===== src/rtl/bcd_addsub_serial_if.sv =====
// Start/done request bundle for the digit-serial BCD add/subtract unit.
// master drives operands and start; slave returns status and result.
interface bcd_addsub_serial_if #(
  parameter int DIGITS = 3
);
  logic                  start;
  logic                  sub;
  logic [4*DIGITS-1:0]   a;
  logic [4*DIGITS-1:0]   b;
  logic                  busy;
  logic                  done;
  logic [4*DIGITS-1:0]   result;
  logic                  negative;
  logic                  overflow;
  logic                  err;

  modport master (
    output start, sub, a, b,
    input  busy, done, result, negative, overflow, err
  );

  modport slave (
    input  start, sub, a, b,
    output busy, done, result, negative, overflow, err
  );
endinterface


===== src/rtl/bcd_addsub_serial.sv =====
// Digit-serial BCD add/subtract, LSD first, sign+magnitude via complement pass.
// Optional input digit check enabled by macro BCD_INPUT_CHECK_EN.
module bcd_addsub_serial #(
  parameter int DIGITS = 3
) (
  input logic            clk,
  input logic            rst,
  bcd_addsub_serial_if.slave io
);
  localparam int W  = 4 * DIGITS;
  localparam int IW = (DIGITS > 1) ? $clog2(DIGITS) : 1;

  typedef enum logic [1:0] {IDLE, CALC, COMP, DONE} state_t;

  state_t          state_q, state_d;
  logic [IW-1:0]   idx_q;
  logic [W-1:0]    a_q, b_q, raw_q, result_q;
  logic            sub_q, c_q;
  logic            negative_q, overflow_q;

  logic [3:0]      op_x, op_y, dig;
  logic            do_sub, cout, last;
  logic [4:0]      sum5, sum_adj, dif5, dif_adj;
  logic [W+3:0]    cat;
  logic [W-1:0]    nxt_raw;

`ifdef BCD_INPUT_CHECK_EN
  logic            bad_q, err_q;

  function automatic logic has_bad(input logic [W-1:0] v);
    has_bad = 1'b0;
    for (int i = 0; i < DIGITS; i++)
      if (v[4*i +: 4] > 4'd9) has_bad = 1'b1;
  endfunction
`endif

  // One BCD digit step; COMP pass reuses the subtractor as 0 - raw.
  always_comb begin
    do_sub  = sub_q | (state_q == COMP);
    op_x    = (state_q == COMP) ? 4'd0 : a_q[3:0];
    op_y    = (state_q == COMP) ? raw_q[3:0] : b_q[3:0];
    sum5    = {1'b0, op_x} + {1'b0, op_y} + {4'd0, c_q};
    sum_adj = sum5 + 5'd6;
    dif5    = {1'b0, op_x} - {1'b0, op_y} - {4'd0, c_q};
    dif_adj = dif5 + 5'd10;
    if (do_sub) begin
      cout = dif5[4];
      dig  = dif5[4] ? dif_adj[3:0] : dif5[3:0];
    end else begin
      cout = (sum5 > 5'd9);
      dig  = cout ? sum_adj[3:0] : sum5[3:0];
    end
    cat     = {dig, raw_q};
    nxt_raw = cat[W+3:4];
    last    = (idx_q == IW'(DIGITS - 1));
  end

  // State register.
  always_ff @(posedge clk) begin
    if (rst) state_q <= IDLE;
    else     state_q <= state_d;
  end

  // Next-state logic.
  always_comb begin
    state_d = state_q;
    unique case (state_q)
      IDLE: if (io.start) state_d = CALC;
      CALC: begin
        if (last) state_d = (sub_q && cout) ? COMP : DONE;
`ifdef BCD_INPUT_CHECK_EN
        if (bad_q) state_d = DONE;
`endif
      end
      COMP: if (last) state_d = DONE;
      DONE: state_d = io.start ? CALC : IDLE;
      default: state_d = IDLE;
    endcase
  end

  // Moore outputs and held result registers.
  always_comb begin
    io.busy     = (state_q == CALC) || (state_q == COMP);
    io.done     = (state_q == DONE);
    io.result   = result_q;
    io.negative = negative_q;
    io.overflow = overflow_q;
`ifdef BCD_INPUT_CHECK_EN
    io.err      = err_q;
`else
    io.err      = 1'b0;
`endif
  end

  // Operand latch, digit shifting and result capture.
  always_ff @(posedge clk) begin
    if (rst) begin
      idx_q      <= '0;
      a_q        <= '0;
      b_q        <= '0;
      raw_q      <= '0;
      result_q   <= '0;
      sub_q      <= 1'b0;
      c_q        <= 1'b0;
      negative_q <= 1'b0;
      overflow_q <= 1'b0;
`ifdef BCD_INPUT_CHECK_EN
      bad_q      <= 1'b0;
      err_q      <= 1'b0;
`endif
    end else begin
      unique case (state_q)
        IDLE, DONE: begin
          if (io.start) begin
            a_q        <= io.a;
            b_q        <= io.b;
            sub_q      <= io.sub;
            c_q        <= 1'b0;
            idx_q      <= '0;
            raw_q      <= '0;
            result_q   <= '0;
            negative_q <= 1'b0;
            overflow_q <= 1'b0;
`ifdef BCD_INPUT_CHECK_EN
            bad_q      <= has_bad(io.a) | has_bad(io.b);
            err_q      <= 1'b0;
`endif
          end
        end
        CALC: begin
          raw_q <= nxt_raw;
          a_q   <= a_q >> 4;
          b_q   <= b_q >> 4;
          c_q   <= cout;
          idx_q <= last ? '0 : idx_q + 1'b1;
          if (last) begin
            if (sub_q && cout) begin
              c_q <= 1'b0;
            end else begin
              result_q   <= nxt_raw;
              overflow_q <= ~sub_q & cout;
            end
          end
`ifdef BCD_INPUT_CHECK_EN
          if (bad_q) begin
            err_q      <= 1'b1;
            result_q   <= '0;
            overflow_q <= 1'b0;
            negative_q <= 1'b0;
          end
`endif
        end
        COMP: begin
          raw_q <= nxt_raw;
          c_q   <= cout;
          idx_q <= last ? '0 : idx_q + 1'b1;
          if (last) begin
            result_q   <= nxt_raw;
            negative_q <= 1'b1;
          end
        end
        default: ;
      endcase
    end
  end
endmodule


===== src/flat_wrapper.sv =====
// flat-port wrapper written by rule: the top's interface ports become plain ports
module bcd_addsub_serial_flat 
#(
  parameter int DIGITS = 3
)
  (clk, rst, io_start, io_sub, io_a, io_b, io_busy, io_done, io_result, io_negative, io_overflow, io_err);
  bcd_addsub_serial_if #(.DIGITS(DIGITS)) io_i ();
  input logic clk;
  input logic rst;
  input wire logic [$bits(io_i.start)-1:0] io_start;
  input wire logic [$bits(io_i.sub)-1:0] io_sub;
  input wire logic [$bits(io_i.a)-1:0] io_a;
  input wire logic [$bits(io_i.b)-1:0] io_b;
  output wire logic [$bits(io_i.busy)-1:0] io_busy;
  output wire logic [$bits(io_i.done)-1:0] io_done;
  output wire logic [$bits(io_i.result)-1:0] io_result;
  output wire logic [$bits(io_i.negative)-1:0] io_negative;
  output wire logic [$bits(io_i.overflow)-1:0] io_overflow;
  output wire logic [$bits(io_i.err)-1:0] io_err;
  assign io_i.start = io_start;
  assign io_i.sub = io_sub;
  assign io_i.a = io_a;
  assign io_i.b = io_b;
  assign io_busy = io_i.busy;
  assign io_done = io_i.done;
  assign io_result = io_i.result;
  assign io_negative = io_i.negative;
  assign io_overflow = io_i.overflow;
  assign io_err = io_i.err;
  bcd_addsub_serial #(.DIGITS(DIGITS)) u_core (.clk(clk), .rst(rst), .io(io_i));
endmodule

===== config.mk =====
export PLATFORM = sky130hd
export DESIGN_NAME = bcd_addsub_serial_flat
export DESIGN_NICKNAME = d
export VERILOG_FILES = /design/src/rtl/bcd_addsub_serial_if.sv /design/src/rtl/bcd_addsub_serial.sv /design/src/flat_wrapper.sv
export SDC_FILE = /design/constraint.sdc
export NUM_CORES = 1
export LEC_CHECK = 0
export CORE_ASPECT_RATIO = 0.6
export CORE_MARGIN = 8
export CORE_UTILIZATION = 35
export CTS_CLUSTER_DIAMETER = 120
export DETAILED_ROUTE_END_ITERATION = 12
export PLACE_DENSITY_LB_ADDON = 0.08
export SETUP_SLACK_MARGIN = 0.5
export SLEW_MARGIN = 25
export SYNTH_ARGS = -nofsm -noshare
export SYNTH_HDL_FRONTEND = slang
export SYNTH_SLANG_ARGS = --single-unit

===== constraint.sdc =====
create_clock -name clk -period 5.15 [get_ports clk]
set_clock_uncertainty 0.15 [all_clocks]
set_input_delay 0.7725 -clock clk [delete_from_list [all_inputs] [get_ports clk]]
set_output_delay 0.7725 -clock clk [all_outputs]
set_load 0.02 [all_outputs]

==> flow_summary_export.csv, run 1 <==
group,metric,value,unit
synth,yosys-top-cells-area,"dfxtp_1 (36%), mux2i_1 (7.4%), nor2_1 (6.5%)",
routing,drtAntennaViolNets,0,
sta,setup_slack,1.09,ns
finish,drive_gt1_share,6.03,%
floorplanning,io_pins,45,
synth,synth_top_area_share,36.2,%
clock_network,cts_hold_buf,0,
floorplanning,die_y,88.9,microns
synth,synth_cells,367,
synth,yosys.area_share.simple,18.7,%
clock_network,numCtsBuffers,5,
routing,vias,2680,
pwr,p_leak,0.00140,uW
floorplanning,initial_core_util,36.2,%
synth,yosys.area.top_type,"dfxtp_1",
clock_network,cts_resized,0,
sta,fin_hold_ws,0.308,ns
routing,routed_wl,8480,microns
placed_design,gp_congestion,0.769,
sta,hold_viol,0,
finish,regArea,1120,sq um
sta,fmax,0.247,GHz
synth,synth_top_family_by_area,"compound AO/OA/AOI/OAI gates",
grt,grt_pass1_wl,13800,microns
synth,ys_seq_area_share,36.2,%
grt,antenna_found_initial,0,
grt,grt_max_degree,59,
finish,diodes,0,
sta,fin_crit_sh,78.8,%
sta,rsz0062_at_grt,"no",
grt,grt_usage,14.6,%
finish,nFillCells,879,
setup_path,cp-end-kind,"flop",
floorplanning,coreArea,8560,sq um
clock_network,insertion_delay,0.30,ns
synth,syn-num-nets,413,
sta,fin_tns_setup,0,ns
synth,yosys_warnings,0,
placed_design,place_inst,502,
setup_path,cp_max_fo,18,
floorplanning,die_x,137,microns
synth,synth_seq_cells,56,
sta,setup_viol,0,
grt,grt-ovfl-total,0,
setup_path,arrival,4.14,ns
synth,synth_compound_area_share,21.3,%
sta,fin_crit,4.06,ns
synth,synth_xor_area_share,1.70,%
clock_network,cts_sinks,56,
routing,viasPerCell,5.25,
grt,first_global_vias,2600,
routing,drt_pre_antenna_iters,4,
sta,tightest_slew,0.912,ns
setup_path,crit_path_start_kind,"flop",
run,max_cap_violations,0,
routing,drtIter0Drc,151,
synth,yosys-mux-area-fraction,8.53,%
setup_path,cp.required,5.23,ns
floorplanning,rows,26,
clock_network,postCtsSetupBuffers,0,
sta,slew_headroom,39.2,%
finish,fin_area,3730,sq um
routing,wl_per_cell,16.6,microns
synth,synth_edf_count,0,
synth,synth_area_per_cell,8.44,sq um
placed_design,portBuffers,43,
placed_design,place_ws,1.17,ns
finish,area_growth_syn_to_layout,20.6,%
pwr,cellPowerDensity,673,nW/um^2
clock_network,htreeDepth,2,
floorplanning,die_area,12200,sq um
pwr,max-vdd-ir-drop,0.320,mV
synth,syn_area,3100,sq um
clock_network,clk_path_buf_depth,2,
synth,synthArstFlopShare,0,%
synth,synth_cell_types,56,
clock_network,cts.clk_slew.worst_paths,0.08,ns
synth,synth-adder-area-share,7.76,%
sta,final_max_slew_viol_count,0,
clock_network,cts_tree,"yes",
synth,ys.flop_type,"dfxtp_1",
finish,fin_cells,510,
clock_network,clockRootBuffer,"clkbuf_16",
min_path,min_path_type,"flop to flop",
setup_path,crit_type,"flop to flop",
placed_design,place_area,3590,sq um
outcome,status,"completed",
finish,multiInputGateArea,1800,sq um
placed_design,dp_hpwl,6320,microns
finish,final_nets,443,
routing,drc_errors,0,
flip-flops by register name (all words and copies together), names as in the netlist, 2 cells and up:
register and count:
u_core.a_q 12, u_core.b_q 12, u_core.io.result 12, u_core.raw_q 12, u_core.idx_q 2, u_core.state_q 2
stage by stage:
| stage | utilization, % | total power [uW] |
|---|---|---|
| final | 43.6 | 2510 |
| after global routing | 43.6 | 2750 |
| after CTS | 43.6 | 2530 |
| after detailed placement | 41.9 | 2170 |
| after global placement | 41.9 | 2160 |
| after floorplan | - | 1790 |
layer usage:
layer	share of wire [%]	vias to the layer above	wire, microns	track usage, %
li1	-	1369	-	-
met1	53	1270	4460	21.5
met2	41	39	3450	20.5
met3	6.2	2	528	3.46
met4	0.40	0	34	3.24
met5	0	-	0	0
layout by cell type, fill, tap and decap left out, types with 16 or more instances in the layout:
cell / Yosys / final
a211oi_1: 18 / 18
a21oi_1: 23 / 22
a22oi_1: 16 / 16
clkdlybuf4s50_1: 0 / 42
dfxtp_1: 56 / 56
ha_1: 16 / 16
inv_1: 20 / 20
mux2i_1: 23 / 23
nand2_1: 21 / 21
nor2_1: 54 / 54
worst paths after layout:
kind / from / endpoint / slack, ns / cells after the start
max: u_core.state_q[0] / u_core.io.result[10] / 1.09 / 11
max reg2reg: u_core.state_q[0] / u_core.io.result[10] / 1.09 / 11
min reg2reg: u_core.io.result[5] / u_core.io.result[5] / 0.31 / 2
min: u_core.io.result[5] / u_core.io.result[5] / 0.31 / 2
cell usage after synthesis (2+ instances only):
master and count:
o22ai_1 3, fa_1 2, a31oi_1 4, nand2b_1 6, nor2b_1 5, o2111ai_1 3, a211oi_1 18, xnor2_1 6
nand3_1 12, nor3_1 5, or2_2 2, nand3b_1 5, mux2i_1 23, a21oi_1 23, buf_2 2, nand2_1 21
a2111oi_0 2, o31ai_1 4, clkbuf_1 15, ha_1 16, dfxtp_1 56, o21ai_0 8, buf_1 4, nor2_1 54
mux2_2 3, a22oi_1 16, inv_1 20
critical path: stages, from the launching register on:
cell,delay (ns)
dfxtp_1,0.34
inv_1,0.12
ha_1,0.58
mux2_2,0.42
ha_1,0.35
inv_2,0.10
ha_1,0.33
o21ai_0,0.27
o22ai_1,0.21
a21oi_1,0.74
o2111ai_1,0.22
nand3_1,0.13
report_power, final:
group	switching (uW)	internal [uW]	leakage, uW
registers	79.9	543	0.000457
clock network	164	182	0.0000712
logic	948	597	0.000876
total	1190	1320	0.00140
cell families after synthesis:
group | after synthesis
fa+ha+maj | 18
mux | 26
other cells | 1
xor+xnor | 6
flops | 56
simple gates | 121
buf+inv | 44
compound gates | 95
area by class of cell:
cell class	count	area share (%)
timing repair buffer	46	12.1
inverter	21	2.11
sequential	56	30.0
tap	112	3.75
clock inverter	2	0.369
multi-input combinational	267	48.2
clock buffer	6	3.45
(Power assumes the default switching activity.)
==> inputs of run 2 (changes only) <==
- clock period: 5.15 -> 3.6 ns (I/O delays scaled with it)
==> flow_summary_export.csv, run 2 (synthesis gave the netlist of run 1 again) <==
group,metric,value,unit
outcome,status,"completed",
finish,drive_gt1_share,15.9,%
clock_network,insertion_delay,0.30,ns
grt,first_global_vias,2571,
finish,diodes,0,
pwr,max-vdd-ir-drop,0.374,mV
setup_path,crit_path_frequent_cell,"inv_2",
routing,drtIter0Drc,155,
sta,fmax,0.314,GHz
clock_network,htreeDepth,2,
min_path,hold_start,"u_core.io.result[7]",
placed_design,dp_hpwl,6360,microns
floorplanning,die_area,12200,sq um
grt,grt-ovfl-total,0,
min_path,min_to,"u_core.io.result[7]",
setup_path,crit_chain,"inv_2 > ha_4 > mux2i_4 > xnor2_2 > ha_2 > or2_4 > inv_2 > fa_2 > and3b_4 > o22a_4 > or4_4 > a32oi_1 > o31ai_1",
clock_network,clockRootBuffer,"clkbuf_16",
setup_path,cp_max_fo,5,
placed_design,gp_congestion,0.774,
routing,drc_errors,0,
clock_network,cts_sinks,56,
placed_design,portBuffers,43,
grt,grt_pass1_wl,14000,microns
pwr,power.total,4190,uW
routing,wl_per_cell,17.0,microns
finish,nFillCells,874,
clock_network,cts_tree,"yes",
floorplanning,io_pins,45,
sta,slew_headroom,59.0,%
grt,grt_usage,14.9,%
clock_network,clk_path_buf_depth,2,
floorplanning,coreArea,8560,sq um
sta,fin_crit_sh,88.4,%
floorplanning,die_y,88.9,microns
setup_path,cp-end-kind,"flop",
clock_network,numCtsBuffers,5,
pwr,cellPowerDensity,1040,nW/um^2
setup_path,reg2reg_to,"u_core.raw_q[11]",
sta,tightest_slew,0.615,ns
sta,rsz0062_at_grt,"yes",
finish,final_nets,454,
sta,hold_viol,0,
setup_path,cp.required,3.63,ns
setup_path,arrival,3.21,ns
sta,final_max_slew_viol_count,0,
setup_path,cp_slowest_cell,"or4_4",
routing,drtAntennaViolNets,0,
pwr,p_leak,0.00149,uW
setup_path,critPathMaxStageDelay,0.43,ns
finish,final_cell_mix,"nor2_1 (54), dfxtp_1 (54), clkdlybuf4s50_1 (42)",
min_path,hold-path-cell-count,2,
floorplanning,die_x,137,microns
sta,fin_tns_setup,0,ns
run,max_cap_violations,0,
setup_path,crit_type,"flop to flop",
floorplanning,initial_core_util,36.2,%
routing,vias,2767,
setup_path,crit_path_start_kind,"flop",
setup_path,r2r-start,"u_core.state_q[0]",
routing,drt_pre_antenna_iters,4,
routing,viasPerCell,5.31,
routing,routed_wl,8840,microns
floorplanning,rows,26,
setup_path,reg2reg_depth,13,
grt,grt_max_degree,59,
sta,setup_viol,0,
min_path,min_path_type,"flop to flop",
sta,fin_crit,3.18,ns
clock_network,cts.clk_slew.worst_paths,0.08,ns
grt,antenna_found_initial,0,
setup_path,reg2reg_slack,0.42,ns
finish,area_growth_syn_to_layout,29.9,%
## run 2: cell count changes in the layout (fill, tap and decap cells not counted), sizes merged
cell	previous run	this run
clkbuf	6	5
clkinv	1	0
clkinvlp	0	2
buf	4	15
## run 2: stage by stage
step	area [sq um]	instances	hold WS [ns]	util, %	setup slack (ns)
after floorplan	3160	367	0.299	-	0.497
after global placement	3660	505	0.296	42.8	0.239
after detailed placement	3660	505	0.297	42.8	0.100
after CTS	3930	519	0.308	46.0	0.458
after global routing	4020	521	0.330	47.0	0.312
final	4020	521	0.305	47.0	0.418
## run 2: layer usage
layer	vias to the layer above	global-route usage [%]	share of wire, %
met5	-	0	0
met4	0	3.82	0.87
met3	7	3.23	3.6
met2	41	20.1	41
met1	1325	22.6	55
li1	1394	-	-
## run 2: cell type report
cell class              instances  area, sq um  share of cell area, %
repair buffers                 57          549                   13.7
inverters                      21         78.8                   1.96
well taps                     112          140                   3.48
clock buffers                   5          125                   3.11
multi-input cells             267         1980                   49.1
flip-flops and latches         56         1130                   28.0
clock inverters                 3         26.3                  0.653
## run 2: power breakdown
| part | internal, uW | leakage, uW | switching, uW |
|---|---|---|---|
| Sequential | 782 | 0.000458 | 127 |
| Combinational | 1200 | 0.000960 | 1560 |
| Clock | 264 | 0.0000680 | 252 |
| Total | 2250 | 0.00149 | 1940 |
## run 2: worst max-delay path: cells and delay by family (launching register included)
kind | cells | cell delay, ns
xor gates and xnor gates | 1 | 0.13
buffers and inverters | 2 | 0.11
adders and majority gates | 3 | 0.74
DFF | 1 | 0.33
and+or+nand+nor | 3 | 0.76
AOI/OAI and AO/OA | 3 | 0.57
muxes | 1 | 0.26
## run 2: worst max-delay path by stage
stage	depth (start not counted)	from	slack, ns	to
floorplan	14	u_core.state_q[0]	0.50	u_core.raw_q[11]
global placement	12	u_core.state_q[1]	0.24	u_core.io.result[10]
detailed placement	12	u_core.state_q[1]	0.10	u_core.io.result[10]
CTS	13	u_core.state_q[0]	0.46	u_core.raw_q[11]
global route	14	u_core.state_q[0]	0.31	u_core.io.result[9]
finish	13	u_core.state_q[0]	0.42	u_core.raw_q[11]
## run 2: what timing repair did
| item | 4_1_cts | 5_1_grt |
|---|---|---|
| endpoints found under the setup margin | 18 | 18 |
| hold buffers | 0 | 0 |
| buffers inserted | 6 | 2 |
| gates resized for setup | 16 | 13 |
| pin swaps | 3 | 5 |
==> inputs of run 3 (changes only) <==
- clock period: 3.6 -> 3.9 ns (I/O delays scaled with it)
==> flow_summary_export.csv, run 3 (synthesis gave the netlist of run 1 again) <==
group,metric,value,unit
outcome,status,"completed",
floorplanning,die_x,137,microns
sta,fin_tns_setup,0,ns
sta,setup_slack,0.611,ns
min_path,min_path_type,"flop to flop",
grt,first_global_vias,2666,
placed_design,dp_hpwl,6460,microns
sta,rsz0062_at_grt,"no",
routing,drtAntennaViolNets,0,
floorplanning,initial_core_util,36.2,%
clock_network,cts_sinks,56,
finish,final_core_util,45.5,%
floorplanning,io_pins,45,
floorplanning,die_area,12200,sq um
routing,drc_errors,0,
routing,viasPerCell,5.25,
setup_path,cp.required,3.94,ns
sta,final_max_slew_viol_count,0,
setup_path,crit_type,"flop to flop",
pwr,cellPowerDensity,916,nW/um^2
routing,vias,2715,
finish,multiInputGateArea,1900,sq um
pwr,p_leak,0.00146,uW
clock_network,cts.clk_slew.worst_paths,0.08,ns
clock_network,clockRootBuffer,"clkbuf_16",
finish,final_nets,450,
placed_design,place_ws,0.137,ns
clock_network,cts_hold_buf,0,
floorplanning,rows,26,
pwr,max-vdd-ir-drop,0.355,mV
setup_path,crit_path_start_kind,"flop",
sta,fin_crit,3.29,ns
grt,grt-ovfl-total,0,
sta,fin_crit_sh,84.3,%
routing,drt_pre_antenna_iters,5,
clock_network,insertion_delay,0.30,ns
grt,grt_max_degree,59,
finish,nFillCells,874,
clock_network,htreeDepth,2,
routing,routed_wl,8620,microns
finish,regArea,1120,sq um
placed_design,gp_congestion,0.818,
setup_path,arrival,3.32,ns
floorplanning,die_y,88.9,microns
sta,setup_viol,0,
sta,hold_viol,0,
sta,fmax,0.304,GHz
floorplanning,coreArea,8560,sq um
run,max_cap_violations,0,
routing,drtIter0Drc,156,
grt,grt_usage,14.6,%
grt,grt_pass1_wl,13900,microns
sta,slew_headroom,59.4,%
sta,tightest_slew,0.607,ns
finish,area_growth_syn_to_layout,25.8,%
finish,final_cell_mix,"nor2_1 (54), dfxtp_1 (54), clkdlybuf4s50_1 (42)",
setup_path,cp_max_fo,6,
clock_network,clk_path_buf_depth,2,
clock_network,cts_tree,"yes",
grt,antenna_found_initial,0,
routing,wl_per_cell,16.7,microns
finish,diodes,0,
finish,drive_gt1_share,12.1,%
setup_path,cp-end-kind,"flop",
clock_network,numCtsBuffers,5,
placed_design,portBuffers,43,
run 3: per-stage QoR:
stage | hold slack, ns | area (sq um) | power (uW) | cells
floorplan | 0.299 | 3100 | 2360 | 367
global placement | 0.298 | 3610 | 2890 | 505
detailed placement | 0.297 | 3610 | 2900 | 505
CTS | 0.308 | 3810 | 3440 | 514
global route | 0.328 | 3890 | 3890 | 517
finish | 0.307 | 3890 | 3570 | 517
run 3: what timing repair did:
item / in CTS / in global routing
pin swaps: 0 / 5
resized for setup: 8 / 13
setup buffers: 1 / 3
gates cloned: 0 / 0
endpoints found under the setup margin: 18 / 17
run 3: worst max-delay path, stage by stage (launching register included):
cell and delay [ns]:
dfxtp_2 0.35, inv_2 0.08, ha_4 0.19, mux2i_4 0.24, xnor2_1 0.14, ha_1 0.16, or2_2 0.12, inv_1 0.05
fa_2 0.37, and3b_4 0.21, o22a_4 0.25, or4_4 0.54, a32oi_2 0.24, o31ai_1 0.10
run 3: where the power goes:
| group | switching, uW | internal [uW] |
|---|---|---|
| sequential | 117 | 720 |
| clock | 228 | 244 |
| combinational | 1330 | 925 |
run 3: worst paths after layout:
check                           slack [ns]             endpoint           startpoint  cells after the start
worst max-delay path                  0.61     u_core.raw_q[11]    u_core.state_q[0]                     13
worst min-delay path                  0.31  u_core.io.result[7]  u_core.io.result[7]                      2
worst max register to register        0.61     u_core.raw_q[11]    u_core.state_q[0]                     13
worst min register to register        0.31  u_core.io.result[7]  u_core.io.result[7]                      2
run 3: area by class of cell:
cell class | count | share of cell area (%)
clock inverter | 3 | 0.707
clock buffer | 5 | 3.21
timing repair buffer | 53 | 12.9
tap | 112 | 3.60
multi-input combinational | 267 | 48.7
sequential | 56 | 28.8
inverter | 21 | 2.02
run 3: metal layers:
layer  GRT usage [%]  routed length (microns)
met5               0                        0
met3            3.63                      423
met2            20.6                     3550
met4            2.94                       65
met1            21.6                     4580
